==> src/rtl/fp_div_pkg.sv <==
// Shared types and constants for the sequential floating-point divider.
package fp_div_pkg;

  typedef enum logic [1:0] {IDLE, DIV, ROUND} state_t;

  typedef enum logic [1:0] {ZERO, NORM, INF, NAN} op_class_t;

  // Widest operand format the helper functions can build constants for.
  localparam int MAX_W = 128;

  function automatic int exp_bias(input int exp_w);
    return (1 << (exp_w - 1)) - 1;
  endfunction

  // Canonical quiet NaN {0, all-ones exponent, 1, zeros}, LSB-aligned in MAX_W bits.
  function automatic logic [MAX_W-1:0] qnan_bits(input int exp_w, input int man_w);
    logic [MAX_W-1:0] r;
    r = '0;
    for (int i = 0; i < exp_w; i++) r[man_w + i] = 1'b1;
    r[man_w - 1] = 1'b1;
    return r;
  endfunction

endpackage

==> src/rtl/fp_div_classify.sv <==
// Splits one operand into sign, exponent and significand and tags its class.
// Denormals (exponent 0) are treated as zero.
module fp_div_classify
  import fp_div_pkg::*;
#(
  parameter int EXP_W = 8,
  parameter int MAN_W = 23
) (
  input  logic [EXP_W+MAN_W:0] op,
  output logic                 sign,
  output logic [EXP_W-1:0]     expo,
  output logic [MAN_W:0]       sig,
  output op_class_t            cls
);

  // Field extraction and class decode from the exponent/fraction patterns.
  always_comb begin
    sign = op[EXP_W+MAN_W];
    expo = op[EXP_W+MAN_W-1:MAN_W];
    sig  = {1'b1, op[MAN_W-1:0]};
    cls  = NORM;
    if (expo == '0) begin
      cls = ZERO;
    end else if (&expo) begin
      cls = (op[MAN_W-1:0] == '0) ? INF : NAN;
    end
  end

endmodule

==> src/rtl/fp_div_seq.sv <==
// Sequential radix-2 restoring divider q = y / x with round-to-nearest-even,
// special-operand shortcuts and exception flags. One division at a time.
module fp_div_seq
  import fp_div_pkg::*;
#(
  parameter int EXP_W = 8,
  parameter int MAN_W = 23
) (
  input  logic                 clk,
  input  logic                 rst_n,
  input  logic                 start,
  input  logic [EXP_W+MAN_W:0] y,
  input  logic [EXP_W+MAN_W:0] x,
  output logic                 busy,
  output logic                 done,
  output logic [EXP_W+MAN_W:0] q,
  output logic                 flag_inv,
  output logic                 flag_dz,
  output logic                 flag_ovf,
  output logic                 flag_unf
);

  localparam int W  = 1 + EXP_W + MAN_W;
  localparam int CW = $clog2(MAN_W + 3);
  localparam logic [CW-1:0]          LAST_CNT  = CW'(MAN_W + 2);
  localparam logic signed [EXP_W+1:0] BIAS     = (EXP_W+2)'(exp_bias(EXP_W));
  localparam logic signed [EXP_W+1:0] EXP_SAT  = (EXP_W+2)'((1 << EXP_W) - 1);
  localparam logic signed [EXP_W+1:0] ONE_E    = (EXP_W+2)'(1);
  localparam logic signed [EXP_W+1:0] E_ZERO   = '0;
  localparam logic [MAX_W-1:0]        QNAN_WIDE = qnan_bits(EXP_W, MAN_W);
  localparam logic [W-1:0]            QNAN      = QNAN_WIDE[W-1:0];

  logic             sy, sx;
  logic [EXP_W-1:0] ey, ex;
  logic [MAN_W:0]   my, mx;
  op_class_t        cy, cx;

  fp_div_classify #(.EXP_W(EXP_W), .MAN_W(MAN_W)) u_cls_y (
    .op(y), .sign(sy), .expo(ey), .sig(my), .cls(cy)
  );

  fp_div_classify #(.EXP_W(EXP_W), .MAN_W(MAN_W)) u_cls_x (
    .op(x), .sign(sx), .expo(ex), .sig(mx), .cls(cx)
  );

  state_t                  state;
  logic [CW-1:0]           cnt;
  logic [MAN_W+1:0]        a, b;
  logic [MAN_W+2:0]        qbits;
  logic signed [EXP_W+1:0] exp_diff;
  logic                    sign_r;

  logic                    rsign;
  logic signed [EXP_W+1:0] exp_diff_n;

  assign rsign      = sy ^ sx;
  assign exp_diff_n = $signed({2'b00, ey}) - $signed({2'b00, ex});

  // Decide whether the operand pair short-circuits the iteration and what it yields.
  logic         special, spec_inv, spec_dz;
  logic [W-1:0] spec_q;
  always_comb begin
    special  = 1'b1;
    spec_inv = 1'b0;
    spec_dz  = 1'b0;
    spec_q   = '0;
    if (cy == NAN || cx == NAN || (cy == ZERO && cx == ZERO) || (cy == INF && cx == INF)) begin
      spec_q   = QNAN;
      spec_inv = 1'b1;
    end else if (cy == INF) begin
      spec_q = {rsign, {EXP_W{1'b1}}, {MAN_W{1'b0}}};
    end else if (cx == ZERO) begin
      spec_q  = {rsign, {EXP_W{1'b1}}, {MAN_W{1'b0}}};
      spec_dz = 1'b1;
    end else if (cy == ZERO || cx == INF) begin
      spec_q = {rsign, {(W-1){1'b0}}};
    end else begin
      special = 1'b0;
    end
  end

  // One restoring step: trial subtract, keep or discard, then shift the remainder.
  logic [MAN_W+2:0] diff;
  logic             qbit_next;
  logic [MAN_W+1:0] rem, a_next;
  always_comb begin
    diff      = {1'b0, a} - {1'b0, b};
    qbit_next = ~diff[MAN_W+2];
    rem       = qbit_next ? diff[MAN_W+1:0] : a;
    a_next    = rem << 1;
  end

  // Normalise the raw quotient, round to nearest even and range-check the exponent.
  logic                    norm, guard, sticky, inc;
  logic [MAN_W:0]          sig;
  logic [MAN_W+1:0]        sig_r;
  logic [MAN_W-1:0]        frac;
  logic signed [EXP_W+1:0] e_pre, e_fin;
  logic [W-1:0]            rnd_q;
  logic                    rnd_ovf, rnd_unf;
  always_comb begin
    norm    = qbits[MAN_W+2];
    sig     = norm ? qbits[MAN_W+2:2] : qbits[MAN_W+1:1];
    guard   = norm ? qbits[1] : qbits[0];
    sticky  = (norm & qbits[0]) | (|a);
    e_pre   = norm ? (exp_diff + BIAS) : (exp_diff + BIAS - ONE_E);
    inc     = guard & (sticky | sig[0]);
    sig_r   = {1'b0, sig} + {{(MAN_W+1){1'b0}}, inc};
    // A carry-out leaves the low bits all zero, which is exactly 1.0.
    frac    = sig_r[MAN_W] ? sig_r[MAN_W-1:0] : '0;
    e_fin   = e_pre + $signed({{(EXP_W+1){1'b0}}, sig_r[MAN_W+1]});
    rnd_ovf = 1'b0;
    rnd_unf = 1'b0;
    if (e_fin >= EXP_SAT) begin
      rnd_q   = {sign_r, {EXP_W{1'b1}}, {MAN_W{1'b0}}};
      rnd_ovf = 1'b1;
    end else if (e_fin <= E_ZERO) begin
      rnd_q   = {sign_r, {(W-1){1'b0}}};
      rnd_unf = 1'b1;
    end else begin
      rnd_q = {sign_r, e_fin[EXP_W-1:0], frac};
    end
  end

  // Control FSM with registered handshake, result and flags.
  always_ff @(posedge clk or negedge rst_n) begin
    if (!rst_n) begin
      state    <= IDLE;
      cnt      <= '0;
      a        <= '0;
      b        <= '0;
      qbits    <= '0;
      exp_diff <= '0;
      sign_r   <= 1'b0;
      busy     <= 1'b0;
      done     <= 1'b0;
      q        <= '0;
      flag_inv <= 1'b0;
      flag_dz  <= 1'b0;
      flag_ovf <= 1'b0;
      flag_unf <= 1'b0;
    end else begin
      done <= 1'b0;
      case (state)
        IDLE: begin
          if (start) begin
            flag_inv <= 1'b0;
            flag_dz  <= 1'b0;
            flag_ovf <= 1'b0;
            flag_unf <= 1'b0;
            if (special) begin
              q        <= spec_q;
              flag_inv <= spec_inv;
              flag_dz  <= spec_dz;
              done     <= 1'b1;
            end else begin
              a        <= {1'b0, my};
              b        <= {1'b0, mx};
              qbits    <= '0;
              cnt      <= '0;
              exp_diff <= exp_diff_n;
              sign_r   <= rsign;
              busy     <= 1'b1;
              state    <= DIV;
            end
          end
        end
        DIV: begin
          qbits <= {qbits[MAN_W+1:0], qbit_next};
          a     <= a_next;
          cnt   <= cnt + CW'(1);
          if (cnt == LAST_CNT) state <= ROUND;
        end
        ROUND: begin
          q        <= rnd_q;
          flag_ovf <= rnd_ovf;
          flag_unf <= rnd_unf;
          busy     <= 1'b0;
          done     <= 1'b1;
          state    <= IDLE;
        end
        default: state <= IDLE;
      endcase
    end
  end

endmodule

==> config.mk <==
export PLATFORM = sky130hd
export DESIGN_NAME = fp_div_seq
export DESIGN_NICKNAME = d
export VERILOG_FILES = /design/src/rtl/fp_div_pkg.sv /design/src/rtl/fp_div_classify.sv /design/src/rtl/fp_div_seq.sv
export SDC_FILE = /design/constraint.sdc
export NUM_CORES = 1
export LEC_CHECK = 0
export ABC_AREA = 1
export CELL_PAD_IN_SITES_DETAIL_PLACEMENT = 0
export CELL_PAD_IN_SITES_GLOBAL_PLACEMENT = 2
export CORE_MARGIN = 1
export CORE_UTILIZATION = 29
export CTS_BUF_LIST = sky130_fd_sc_hd__clkbuf_4 sky130_fd_sc_hd__clkbuf_8 sky130_fd_sc_hd__clkbuf_16
export CTS_CLUSTER_DIAMETER = 40
export DETAILED_ROUTE_END_ITERATION = 8
export GPL_ROUTABILITY_DRIVEN = 0
export GPL_TIMING_DRIVEN = 0
export PLACE_DENSITY = 0.78
export REMOVE_ABC_BUFFERS = 1
export SLEW_MARGIN = 40
export SYNTH_ARGS = -nofsm -noshare
export SYNTH_HDL_FRONTEND = slang
export SYNTH_SLANG_ARGS = --single-unit
==> constraint.sdc <==
create_clock -name clk -period 3.5 [get_ports clk]
set_input_delay 0.7 -clock clk [delete_from_list [all_inputs] [get_ports clk]]
set_output_delay 0.7 -clock clk [all_outputs]
set_load 0.03 [all_outputs]
==> qor.txt <==
number of port buffers: 104
first-pass GRT wire length: 45,910 µm
DP HPWL: 20,070 µm
root buf cell: clkbuf_16
failing checks: negative setup slack
Final Skew: 15.61 ps
fin. max-slew vios: 0
clock share of power: 0.172
RSZ-0062 raised after global routing: yes
DR vias/cell: 4.750
min cycle time layout: 3925 ps
dominant synthesized flop cell: dfrtp_1
CP Buf/Inv Count: 5
clk buf depth: 2
share of cells above drive strength 1: 0.1219
clock latency on the worst-skew pair: 430 ps
starting density of the core: 0.2975
WP data arrival: 4290 ps
synth unique cells: 50
non-filler cells, final: 1,864
metal2 WL: 13,680 µm
Die ar.: 32,420 µm²
vias in the first global route: 8,827
Die H: 180.1 µm
Startpoint Class: register
worst setup slack after layout: -425.4 ps
Highest Clock Rate: 0.2548 GHz
core area: 30,910 µm²
Post-synth ARST share: 1.000
DR pass1 iterations: 5
Sw Ratio: 0.4858
initial antenna violation count: 0
I/O pins: 105
Worst Max-Slew Pin Slew: 772.0 ps
Ys Warns: 0
Slowest Stage Delay on Critical Path: 500 ps
Total GRT Usage: 0.1760
overall power: 0.01146 W
EDFF count, synth: 0
Worst path top cell family by delay: simple AND/OR/NAND/NOR gates
Final nets: 1,563
pwr dens: 952.6 nW/µm²
largest net degree at the start of global routing: 56
Inst Count DP: 1,792
endpoints failing hold: 0
combinational power share: 0.613
Mean Syn Cell Area: 6.914 µm²
Mapped Area: 9195 µm²
# diodes: 0
max-cap violations: 0
Yosys reg bits: 130
DRT iter0 DRCs: 370
# hold bufs at CTS: 0
highest routed metal layer: met4
total wire length: 27,710 µm
cell area after layout: 12,030 µm²
CP max FO: 11
Hold Crit Class: input pin to async pin
WL/cell: 14.86 µm
H-tree levels: 4
routed length on met1: 13,030 µm
Net Switching: 0.005566 W
FP Rows: 64
Die W: 180.1 µm
DRC: 0
Sequential Power Share: 0.215
final core occ: 0.3891
via count: 8,854
clock-pin slew on the worst setup and hold paths: 60 ps
Post-Syn Instances: 1,330
Setup CP Type: register to register
Slew Limit Headroom: 0.4834
Max VDD drop: 0.0003737 V
required time of the critical path: 3860 ps
synth-to-layout area growth: 30.81%
total gr overflow: 0
CTS buffer count: 17
DP Worst Slack: -1645 ps
Routed met3 length: 705 µm
Leakage: 5.539 nW
Layout fillers: 3,313
Setup crit end kind: register
ANT nets after route: 0
highest-delay cell along the critical path: dfrtp_4
final period utilization: 1.122
Final setup viols: 33
Power Internal: 0.005891 W
register area share after synthesis: 0.3538
status: finished with violations
Cell Area, Placed: 10,700 µm²
clock tree sinks: 130
CTS tree: built
## sequential cells by signal, indices dropped and copies added, names as in the netlist
register	cells
a	25
cnt	5
state	2
qbits	26
flag_ovf	1
flag_dz	1
flag_unf	1
b	24
q	32
busy	1
sign_r	1
done	1
flag_inv	1
exp_diff	9
## Yosys cell counts (2+ instances only)
master / instances / area share
nor2_2: 6 / 0.0041
buf_1: 6 / 0.0024
fa_1: 2 / 0.0044
o21bai_1: 3 / 0.0024
buf_4: 2 / 0.0016
nand2_1: 285 / 0.12
nor4_1: 10 / 0.0068
xnor2_1: 11 / 0.010
a21oi_1: 50 / 0.027
o211ai_1: 9 / 0.0073
a31oi_1: 7 / 0.0048
o21ai_0: 102 / 0.056
inv_1: 180 / 0.073
or2_2: 6 / 0.0041
nand2_2: 15 / 0.010
nand3_1: 83 / 0.045
buf_6: 5 / 0.0061
nor3b_1: 5 / 0.0041
buf_2: 7 / 0.0038
nand3b_1: 6 / 0.0049
nor3_1: 26 / 0.014
xor2_1: 18 / 0.017
nor2_1: 167 / 0.068
a211oi_1: 10 / 0.0082
a221oi_1: 2 / 0.0019
nand3_2: 2 / 0.0022
inv_2: 11 / 0.0045
ha_1: 39 / 0.053
o22ai_1: 27 / 0.018
dfrtp_1: 130 / 0.35
clkinv_1: 3 / 0.0012
nand4_1: 50 / 0.034
a21boi_0: 2 / 0.0016
clkbuf_1: 27 / 0.011
## cell families (layout without fill, tap and decap cells)
| logic type | Yosys count | after routing | share of synthesized area |
|---|---|---|---|
| simple gates | 667 | 673 | 0.3210 |
| buf+inv | 241 | 373 | 0.1042 |
| compound gates | 222 | 222 | 0.1359 |
| flops | 130 | 130 | 0.3538 |
| fa+ha+maj | 41 | 41 | 0.05742 |
| xor+xnor | 29 | 29 | 0.02762 |
## cell usage in the layout (no fill, tap or decap), drive strengths merged, types with 2 or more instances in the layout
cell type      netlist  final
or2                  6      6
nor4                10     10
inv                191    193
nor3b                5      5
xor2                18     18
o21bai               3      3
nor3                27     27
bufinv               0      4
clkbuf              27     20
nand4               50     50
and2                 2      5
a31oi                7      7
a211oi              10     10
buf                 20     43
nand3b               6      6
nor2               174    174
o21ai              104    104
o211ai               9      9
xnor2               11     11
a21oi               51     51
ha                  39     39
clkdlybuf4s50        0    103
nand3               86     87
o22ai               27     27
dfrtp              130    130
nand2              300    302
fa                   2      2
a21boi               2      2
clkinv               3      9
a221oi               2      2
## power by group through the flow
stage / clock network (W) / registers, W / logic (W)
after CTS: 0.00202 / 0.00247 / 0.00684
after global placement: 0 / 0.00252 / 0.00605
final: 0.00197 / 0.00247 / 0.00702
after global routing: 0.00208 / 0.00255 / 0.00792
after detailed placement: 0 / 0.00252 / 0.00625
after floorplan: 0 / 0.00256 / 0.00435
## timing repair
| action | 4_1_cts | 5_1_grt |
|---|---|---|
| setup endpoints to repair | 84 | 53 |
| pin swaps | 28 | 24 |
| gates resized for setup | 65 | 22 |
| buffers inserted | 23 | 11 |
| cloned | 5 | 2 |
## area by class of cell
type	instances	area, µm²	share of cell area
clock buffers	20	466.7	0.03880
clock inverters	12	177.7	0.01477
inverters	194	742.0	0.06169
multi-input cells	965	5378	0.4471
flip-flops and latches	130	3257	0.2708
well taps	396	495.5	0.04119
repair buffers	146	1503	0.1249
repair inverters	1	8.758	0.0007282
## final timing paths
kind                                  startpoint                end  slack (ps)  depth (start not counted)
max                        qbits[25]$_DFFE_PN0P_   q[0]$_DFFE_PN0P_        -430                         28
min                                        rst_n   q[6]$_DFFE_PN0P_         120                          1
max reg2reg                qbits[25]$_DFFE_PN0P_   q[0]$_DFFE_PN0P_        -430                         28
min reg2reg                    b[23]$_DFFE_PN0P_  b[23]$_DFFE_PN0P_         460                          2
max in group asynchronous                  rst_n  a[18]$_DFFE_PN0P_        2520                          3
min in group clk               b[23]$_DFFE_PN0P_  b[23]$_DFFE_PN0P_         460                          2
## per-layer routing
layer / global-route usage / vias to the layer above
met1: 0.2278 / 4069
li1: - / 4628
met5: 0 / -
met4: 0.04410 / 0
met2: 0.3063 / 140
met3: 0.02607 / 17
## stage by stage
step           setup TNS [ps]  hold slack (ps)
2_1_floorplan          -45720            404.4
3_3_place_gp          -849920            442.1
3_5_place_dp          -103800            443.8
4_1_cts                -18450            112.6
5_1_grt                -24690            119.2
6_report               -12930            117.3
Power figures use the tool's default switching activity.
